--- src/rtl/fetch_ctrl_if.sv ---
// Instruction-fetch bundle between fetch_ctrl, instruction memory and the
// decode/execute datapath. The master modport is the fetch controller; the
// slave modport is everything around it (memory plus datapath).
interface fetch_ctrl_if;
  logic        imem_req;
  logic [31:0] imem_addr;
  logic        imem_gnt;
  logic        imem_rvalid;
  logic [31:0] imem_rdata;
  logic [31:0] inst;
  logic [31:0] pc;
  logic        inst_valid;
  logic        inst_ready;
  logic        redir_valid;
  logic        redir_jalr;
  logic [31:0] redir_target;
  logic        halt;
  logic        trap_valid;
  logic [31:0] trap_pc;
  logic [31:0] instret;

  modport master (
    output imem_req, imem_addr, inst, pc, inst_valid, trap_valid, trap_pc, instret,
    input  imem_gnt, imem_rvalid, imem_rdata, inst_ready, redir_valid, redir_jalr,
           redir_target, halt
  );

  modport slave (
    input  imem_req, imem_addr, inst, pc, inst_valid, trap_valid, trap_pc, instret,
    output imem_gnt, imem_rvalid, imem_rdata, inst_ready, redir_valid, redir_jalr,
           redir_target, halt
  );
endinterface

--- src/rtl/fetch_ctrl.sv ---
// fetch_ctrl: multi-cycle RV32I instruction-fetch and PC sequencer.
// One outstanding imem transaction at a time; the fetched word is held for
// the datapath until it retires, then the PC advances or is redirected.
// Optional feature macro: MISALIGN_TRAP_EN (redirects to a target with
// t[1:0] != 0 divert to TRAP_VEC and pulse trap_valid). Without it the
// target's low two bits are simply cleared.
module fetch_ctrl #(
  parameter logic [31:0] RESET_PC = 32'h0000_0000,
  parameter logic [31:0] TRAP_VEC = 32'h0000_0100
) (
  input logic          clk,
  input logic          rst,
  fetch_ctrl_if.master bus
);

  typedef enum logic [2:0] {IDLE, REQ, WAIT, HOLD, HALTED} state_t;

  state_t      state;
  logic [31:0] pc_q;
  logic [31:0] inst_q;
  logic        inst_valid_q;
  logic        req_q;
  logic [31:0] instret_q;
  logic        retire;
  logic [31:0] tgt;

  // JALR clears bit 0; without the trap feature the word alignment is forced.
  function automatic logic [31:0] redir_addr(input logic [31:0] target, input logic jalr);
    logic [31:0] t;
    t = target;
    if (jalr) t[0] = 1'b0;
`ifndef MISALIGN_TRAP_EN
    t[1:0] = 2'b00;
`endif
    return t;
  endfunction

  assign retire = inst_valid_q && bus.inst_ready;
  assign tgt    = redir_addr(bus.redir_target, bus.redir_jalr);

`ifdef MISALIGN_TRAP_EN
  logic        trap_valid_q;
  logic [31:0] trap_pc_q;
  logic        misaligned;

  assign misaligned = bus.redir_valid && (tgt[1:0] != 2'b00);

  // Trap reporting: one-cycle pulse after a retire that redirects off-word.
  always_ff @(posedge clk) begin
    if (rst) begin
      trap_valid_q <= 1'b0;
      trap_pc_q    <= 32'h0;
    end else begin
      trap_valid_q <= 1'b0;
      if (state == HOLD && retire && misaligned) begin
        trap_valid_q <= 1'b1;
        trap_pc_q    <= pc_q;
      end
    end
  end

  assign bus.trap_valid = trap_valid_q;
  assign bus.trap_pc    = trap_pc_q;
`else
  wire [31:0] unused_trap_vec = TRAP_VEC;
  assign bus.trap_valid = 1'b0;
  assign bus.trap_pc    = 32'h0;
`endif

  // Fetch sequencer: request, wait for data, hold until retire, advance PC.
  always_ff @(posedge clk) begin
    if (rst) begin
      state        <= IDLE;
      pc_q         <= RESET_PC;
      inst_q       <= 32'h0;
      inst_valid_q <= 1'b0;
      req_q        <= 1'b0;
      instret_q    <= 32'h0;
    end else begin
      case (state)
        IDLE: begin
          req_q <= 1'b1;
          state <= REQ;
        end
        REQ: begin
          if (bus.imem_gnt) begin
            req_q <= 1'b0;
            state <= WAIT;
          end
        end
        WAIT: begin
          if (bus.imem_rvalid) begin
            inst_q       <= bus.imem_rdata;
            inst_valid_q <= 1'b1;
            state        <= HOLD;
          end
        end
        HOLD: begin
          if (retire) begin
            instret_q    <= instret_q + 32'd1;
            inst_valid_q <= 1'b0;
`ifdef MISALIGN_TRAP_EN
            if (misaligned)           pc_q <= TRAP_VEC;
            else if (bus.redir_valid) pc_q <= tgt;
            else                      pc_q <= pc_q + 32'd4;
`else
            pc_q <= bus.redir_valid ? tgt : pc_q + 32'd4;
`endif
            if (bus.halt) begin
              req_q <= 1'b0;
              state <= HALTED;
            end else begin
              req_q <= 1'b1;
              state <= REQ;
            end
          end
        end
        HALTED: begin
          req_q        <= 1'b0;
          inst_valid_q <= 1'b0;
        end
        default: state <= IDLE;
      endcase
    end
  end

  assign bus.imem_req   = req_q;
  assign bus.imem_addr  = pc_q;
  assign bus.pc         = pc_q;
  assign bus.inst       = inst_q;
  assign bus.inst_valid = inst_valid_q;
  assign bus.instret    = instret_q;

endmodule

--- src/flat_wrapper.sv ---
// flat-port wrapper written by rule: the top's interface ports become plain ports
module fetch_ctrl_flat 
#(
  parameter logic [31:0] RESET_PC = 32'h0000_0000,
  parameter logic [31:0] TRAP_VEC = 32'h0000_0100
)
  (clk, rst, bus_imem_req, bus_imem_addr, bus_inst, bus_pc, bus_inst_valid, bus_trap_valid, bus_trap_pc, bus_instret, bus_imem_gnt, bus_imem_rvalid, bus_imem_rdata, bus_inst_ready, bus_redir_valid, bus_redir_jalr, bus_redir_target, bus_halt);
  fetch_ctrl_if bus_i ();
  input logic clk;
  input logic rst;
  output wire logic [$bits(bus_i.imem_req)-1:0] bus_imem_req;
  output wire logic [$bits(bus_i.imem_addr)-1:0] bus_imem_addr;
  output wire logic [$bits(bus_i.inst)-1:0] bus_inst;
  output wire logic [$bits(bus_i.pc)-1:0] bus_pc;
  output wire logic [$bits(bus_i.inst_valid)-1:0] bus_inst_valid;
  output wire logic [$bits(bus_i.trap_valid)-1:0] bus_trap_valid;
  output wire logic [$bits(bus_i.trap_pc)-1:0] bus_trap_pc;
  output wire logic [$bits(bus_i.instret)-1:0] bus_instret;
  input wire logic [$bits(bus_i.imem_gnt)-1:0] bus_imem_gnt;
  input wire logic [$bits(bus_i.imem_rvalid)-1:0] bus_imem_rvalid;
  input wire logic [$bits(bus_i.imem_rdata)-1:0] bus_imem_rdata;
  input wire logic [$bits(bus_i.inst_ready)-1:0] bus_inst_ready;
  input wire logic [$bits(bus_i.redir_valid)-1:0] bus_redir_valid;
  input wire logic [$bits(bus_i.redir_jalr)-1:0] bus_redir_jalr;
  input wire logic [$bits(bus_i.redir_target)-1:0] bus_redir_target;
  input wire logic [$bits(bus_i.halt)-1:0] bus_halt;
  assign bus_imem_req = bus_i.imem_req;
  assign bus_imem_addr = bus_i.imem_addr;
  assign bus_inst = bus_i.inst;
  assign bus_pc = bus_i.pc;
  assign bus_inst_valid = bus_i.inst_valid;
  assign bus_trap_valid = bus_i.trap_valid;
  assign bus_trap_pc = bus_i.trap_pc;
  assign bus_instret = bus_i.instret;
  assign bus_i.imem_gnt = bus_imem_gnt;
  assign bus_i.imem_rvalid = bus_imem_rvalid;
  assign bus_i.imem_rdata = bus_imem_rdata;
  assign bus_i.inst_ready = bus_inst_ready;
  assign bus_i.redir_valid = bus_redir_valid;
  assign bus_i.redir_jalr = bus_redir_jalr;
  assign bus_i.redir_target = bus_redir_target;
  assign bus_i.halt = bus_halt;
  fetch_ctrl #(.RESET_PC(RESET_PC), .TRAP_VEC(TRAP_VEC)) u_core (.clk(clk), .rst(rst), .bus(bus_i));
endmodule
--- config.mk ---
export PLATFORM = sky130hd
export DESIGN_NAME = fetch_ctrl_flat
export DESIGN_NICKNAME = d
export VERILOG_FILES = /design/src/rtl/fetch_ctrl_if.sv /design/src/rtl/fetch_ctrl.sv /design/src/flat_wrapper.sv
export SDC_FILE = /design/constraint.sdc
export NUM_CORES = 1
export LEC_CHECK = 0
export ABC_AREA = 1
export ABC_CLOCK_PERIOD_IN_PS = 2450
export CAP_MARGIN = 20
export CORE_MARGIN = 2
export CORE_UTILIZATION = 48
export DETAILED_ROUTE_END_ITERATION = 12
export PLACE_DENSITY = 0.88
export REMOVE_ABC_BUFFERS = 1
export SLEW_MARGIN = 40
export SYNTH_ARGS = -nofsm -noshare
export SYNTH_HDL_FRONTEND = slang
export SYNTH_SLANG_ARGS = --single-unit
--- constraint.sdc ---
create_clock -name clk -period 2.45 [get_ports clk]
set_clock_uncertainty 0.15 [all_clocks]
set_input_delay 0.49 -clock clk [delete_from_list [all_inputs] [get_ports clk]]
set_output_delay 0.49 -clock clk [all_outputs]
set_load 0.03 [all_outputs]
# After elaboration in Yosys (flattened, before gate mapping)
# Index checks and enable logic that the tools add are counted.
[word_totals]
register_bits = 101
inputBits = 72
[op_classes]
add_sub_neg = 2
eq_ne = 7
n_mux = 13
bitwise_logic = 1
reduce_logical = 9
[op_table]
columns = ["cell", "count"]
rows = [
  ["adder 32 x 1 -> 32 bit (second input constant)", 1],
  ["adder 32 x 3 -> 32 bit (second input constant)", 1],
  ["two-way mux 32 bit", 1],
  ["case mux 3 bit (5 select lines)", 1],
  ["two-way mux 3 bit", 4],
  ["equality test 3 x 2 -> 1 bit (second input constant)", 2],
  ["AND reduction 3 bit", 2],
  ["two-way mux 1 bit", 5],
  ["inequality test 2 bit (second input constant)", 2],
  ["case mux 1 bit (4 select lines)", 1],
  ["AND reduction 2 bit", 2],
  ["AND reduction 4 bit", 1],
  ["nonzero test 4 bit", 1],
  ["equality test 3 x 1 -> 1 bit (second input constant)", 1],
  ["equality test 3 bit (second input constant)", 1],
  ["logical NOT 3 bit", 1],
  ["case mux 1 bit (3 select lines)", 1],
  ["nonzero test 3 bit", 1],
  ["inequality test 2 x 1 -> 1 bit (second input constant)", 1],
  ["logical AND 1 bit", 1],
  ["inverter 1 bit", 1],
]

# Depth between registers and ports, before layout
[depth]
word_depth = 3
ltp_mapped = 11
depth_no_buf = 11

# Least setup slack after synthesis
# OpenSTA, ideal clock, no wires.
[synth_timing]
path_kind = "reg2reg"
startpoint = "register u_core.pc_q[2], in the netlist u_core.bus.imem_addr[2]"
endpoint = "register u_core.pc_q[18], in the netlist u_core.bus.imem_addr[18]"
setup_ns = 0.132
arrival_time_ns = 1.646
required_ns = 2.168
slack_ns = 0.522
path_stages_with_launch = 11
n_path_buf = 0
synth_period_minus_slack_ns = 1.928
cell_sequence = "dfxtp_1 ha_1 nand2_1 nor2_1 nand2_1 inv_1 nand2_1 o21ai_0 nand2_1 nand2_1 a21oi_1"
[synth_via]
elab_chain_cells = 2
[synth_rtl]
columns = ["element", "line", "source"]
rows = [
  ["start, declared", "fetch_ctrl.sv:19", "logic [31:0] pc_q;"],
  ["start signal, assigned", "fetch_ctrl.sv:107", "pc_q <= bus.redir_valid ? tgt : pc_q + 32'd4;"],
  ["adder 32 x 3 -> 32 bit", "fetch_ctrl.sv:107", ""],
  ["two-way mux 32 bit", "fetch_ctrl.sv:107", ""],
]
# Every way passes these cells.
# A chain may end at the register's enable or synchronous reset.

# Worst setup path in the final report
[layout_timing]
startpoint = "register u_core.pc_q[14], in the netlist u_core.bus.imem_addr[14]"
endpoint = "output port bus_imem_addr[14]"
[layout_lines]
columns = ["element", "line", "source"]
rows = [
  ["end, declared", "flat_wrapper.sv:12", "output wire logic [$bits(bus_i.imem_addr)-1:0] bus_imem_addr;"],
]
# No word-level cell between the ends.

==> impl_metrics.py <==
metrics = {
    "critical_path": {
        "start_kind": "flip-flop",
        "crit_buf_inv": 1,
        "crit_fanout": 7,
        "arrival_ps": 1580,
        "endpoint_kind": "primary output",
        "required_ps": 1810,
        "path_class": "flip-flop to primary output",
        "cp_slowest_stage_delay_ps": 730,
        "crit_family": "buffers and inverters",
        "critical-path-slowest-cell": "clkdlybuf4s50_1",
        "path_cells": "clkdlybuf4s50_1",
    },
    "layout": {
        "nFillCells": 1050,
        "fin_cells": 1223,
        "nNetsFinal": 1145,
        "final_common_cell": "nand2_1",
        "area_growth_pct": 34.1,
        "final_cell_mix": "nand2_1, clkdlybuf4s50_1, nor2_1",
        "antennaDiodeCount": 0,
        "post-route-util_pct": 65.4,
        "final_layout_size_suffix_gt1_share_pct": 4.93,
    },
    "sta": {
        "grt_setup_unrepaired": "false",
        "whs_ps": 308,
        "worst_pin_slew_ps": 620,
        "slew_headroom_pct": 58.6,
        "setup_violations": 0,
        "finalHoldViolations": 0,
        "maxSlewViolCount": 0,
        "finalSetupTns_ps": 0,
        "fin_crit_ps": 2220,
        "max_freq_mhz": 451,
        "finalCritPeriodShare_pct": 90.5,
    },
    "synthesis": {
        "synthCells": 920,
        "ys.warnings.count": 0,
        "synth_top_area_cell": "dfxtp_1",
        "syn_area_sq_um": 5830,
        "synthTopCellsByArea": "dfxtp_1, nand2_1, buf_4",
        "ys_seq_area_share_pct": 34.0,
        "synth_seq_cells": 99,
        "ys_types": 39,
        "synth_top_area_share_pct": 34.0,
        "postSynthAreaPerCell_sq_um": 6.34,
    },
    "floorplanning": {
        "die_w_um": 114,
        "core_area_sq_um": 12000,
        "die_height_um": 114,
        "ios": 235,
        "fp-row-count": 40,
        "die_area_sq_um": 13100,
        "start_util_pct": 48.8,
    },
    "cts": {
        "clk_latency_ps": 350,
        "tritoncts": "yes",
        "cts_resized": 0,
        "h-tree-depth": 3,
        "post-cts-setup-buffers": 0,
        "cts_num_sinks": 99,
        "root_buffer": "clkbuf_16",
        "numCtsBuffers": 9,
        "clkSlewWorstSetupHoldPaths_ps": 80,
        "cts_max_path_buffers": 2,
        "postCtsHoldBufs": 0,
    },
    "detailed_routing": {
        "vias": 6154,
        "drtIter0Drc": 495,
        "vias_per_cell": 5.03,
        "wirelength_um": 15500,
        "wl_per_cell_um": 12.7,
        "postRouteAntennaNets": 0,
        "firstDrtPassIters": 6,
        "post-route-drc-count": 0,
    },
    "run": {
        "drv_cap": 0,
    },
    "placed_design": {
        "dp_hpwl_um": 11200,
        "io_buffer_count": 194,
        "placed_cells": 1207,
        "gp_congestion": 0.894,
    },
    "pwr": {
        "p_per_area_nw_per_um2": 526,
        "total_power_uw": 4120,
        "power.leakage_uw": 0.00273,
        "irDropWorstVdd_mv": 0.487,
    },
    "status": {
        "status": "complete, no violations",
    },
    "global_routing": {
        "overflow": 0,
        "grt_pass1_vias": 5556,
        "grt_usage_pct": 24.0,
        "grt_max_degree": 82,
        "grt_pass1_wl_um": 25500,
        "antenna_found_initial": 0,
    },
    "hold_path": {
        "worst_hold_path_type": "flip-flop to flip-flop",
    },
}
[tightest hold or removal path: cells and delay by family (launching register included)]
family | cells | cell delay [ps]
AOI/OAI and AO/OA | 1 | 50
and+or+nand+nor | 1 | 60
DFF | 1 | 310
[Yosys cell counts]
| cell type | instances |
|---|---|
| o31ai_1 | 2 |
| nor2_8 | 1 |
| nor3_4 | 1 |
| o21a_1 | 3 |
| and2_1 | 1 |
| nand3b_1 | 5 |
| nor3_2 | 2 |
| clkbuf_1 | 22 |
| nor2_1 | 125 |
| nand3_1 | 77 |
| nand3_4 | 3 |
| a31oi_1 | 2 |
| nor2_2 | 6 |
| or2_2 | 4 |
| xor2_1 | 3 |
| a31o_2 | 1 |
| conb_1 | 1 |
| buf_4 | 69 |
| inv_2 | 4 |
| or2_0 | 1 |
| clkinv_1 | 1 |
| nor3_1 | 6 |
| o21bai_1 | 1 |
| xnor2_1 | 1 |
| inv_1 | 67 |
| a22o_1 | 1 |
| nand2_1 | 266 |
| nor4_1 | 1 |
| o21ai_1 | 2 |
| ha_1 | 2 |
| nor2_4 | 1 |
| a211oi_1 | 2 |
| dfxtp_1 | 99 |
| a221oi_1 | 1 |
| o21ai_0 | 38 |
| nand2_2 | 2 |
| buf_2 | 10 |
| nand4_1 | 3 |
| a21oi_1 | 83 |
[per-stage QoR]
| step | setup slack [ps] | area (sq um) |
|---|---|---|
| 2_1_floorplan | -433 | 5320 |
| 3_3_place_gp | 184 | 7540 |
| 3_5_place_dp | 137 | 7540 |
| 4_1_cts | 212 | 7830 |
| 5_1_grt | 169 | 7830 |
| 6_report | 233 | 7830 |
[kinds of logic after synthesis]
| family | share of synthesized area, % |
|---|---|
| buffers and inverters | 15.8 |
| xor gates and xnor gates | 0.601 |
| DFF | 34.0 |
| AOI/OAI and AO/OA | 12.2 |
| and+or+nand+nor | 36.9 |
| adders and majority gates | 0.429 |
| other | 0.0643 |
[report_power, final]
group / total (uW) / switching [uW] / internal (uW)
Sequential: 1760 / 71.8 / 1690
Clock: 1390 / 687 / 708
Combinational: 959 / 578 / 380
Total: 4120 / 1340 / 2780
[sequential cells by signal, indices dropped and copies added, names as in the netlist]
| name | flops |
|---|---|
| u_core.bus.imem_addr | 30 |
| u_core.bus.instret | 32 |
| u_core.bus.inst_valid | 1 |
| u_core.state | 3 |
| u_core.bus.inst | 32 |
| u_core.bus.imem_req | 1 |
[final timing paths]
| path | start | to | slack [ps] | cells after the start |
|---|---|---|---|---|
| max | u_core.bus.imem_addr[14]$_SDFFE_PP0P_ | bus_imem_addr[14] | 230 | 1 |
| min | u_core.bus.inst[24]$_SDFFE_PP0P_ | u_core.bus.inst[24]$_SDFFE_PP0P_ | 310 | 2 |
| max reg2reg | u_core.bus.imem_addr[14]$_SDFFE_PP0P_ | u_core.bus.imem_addr[19]$_SDFFE_PP0P_ | 510 | 9 |
| min reg2reg | u_core.bus.inst[24]$_SDFFE_PP0P_ | u_core.bus.inst[24]$_SDFFE_PP0P_ | 310 | 2 |
[per-layer routing]
layer | part of all wire, % | GRT usage [%] | wire length, um
met4 | 2.1 | 9.92 | 330
met2 | 48 | 39.9 | 7460
met5 | 0 | 0 | 0
met3 | 8.2 | 5.77 | 1280
met1 | 42 | 30.0 | 6470
[final cells by class]
cell class | instances | area [sq um] | area share (%)
timing repair buffer | 205 | 2030 | 26.0
clock buffer | 9 | 225 | 2.88
inverter | 72 | 270 | 3.45
multi-input combinational | 684 | 3070 | 39.3
clock inverter | 7 | 58.8 | 0.752
sequential | 99 | 1980 | 25.3
tap | 147 | 184 | 2.35
Power figures use the tool's default switching activity.
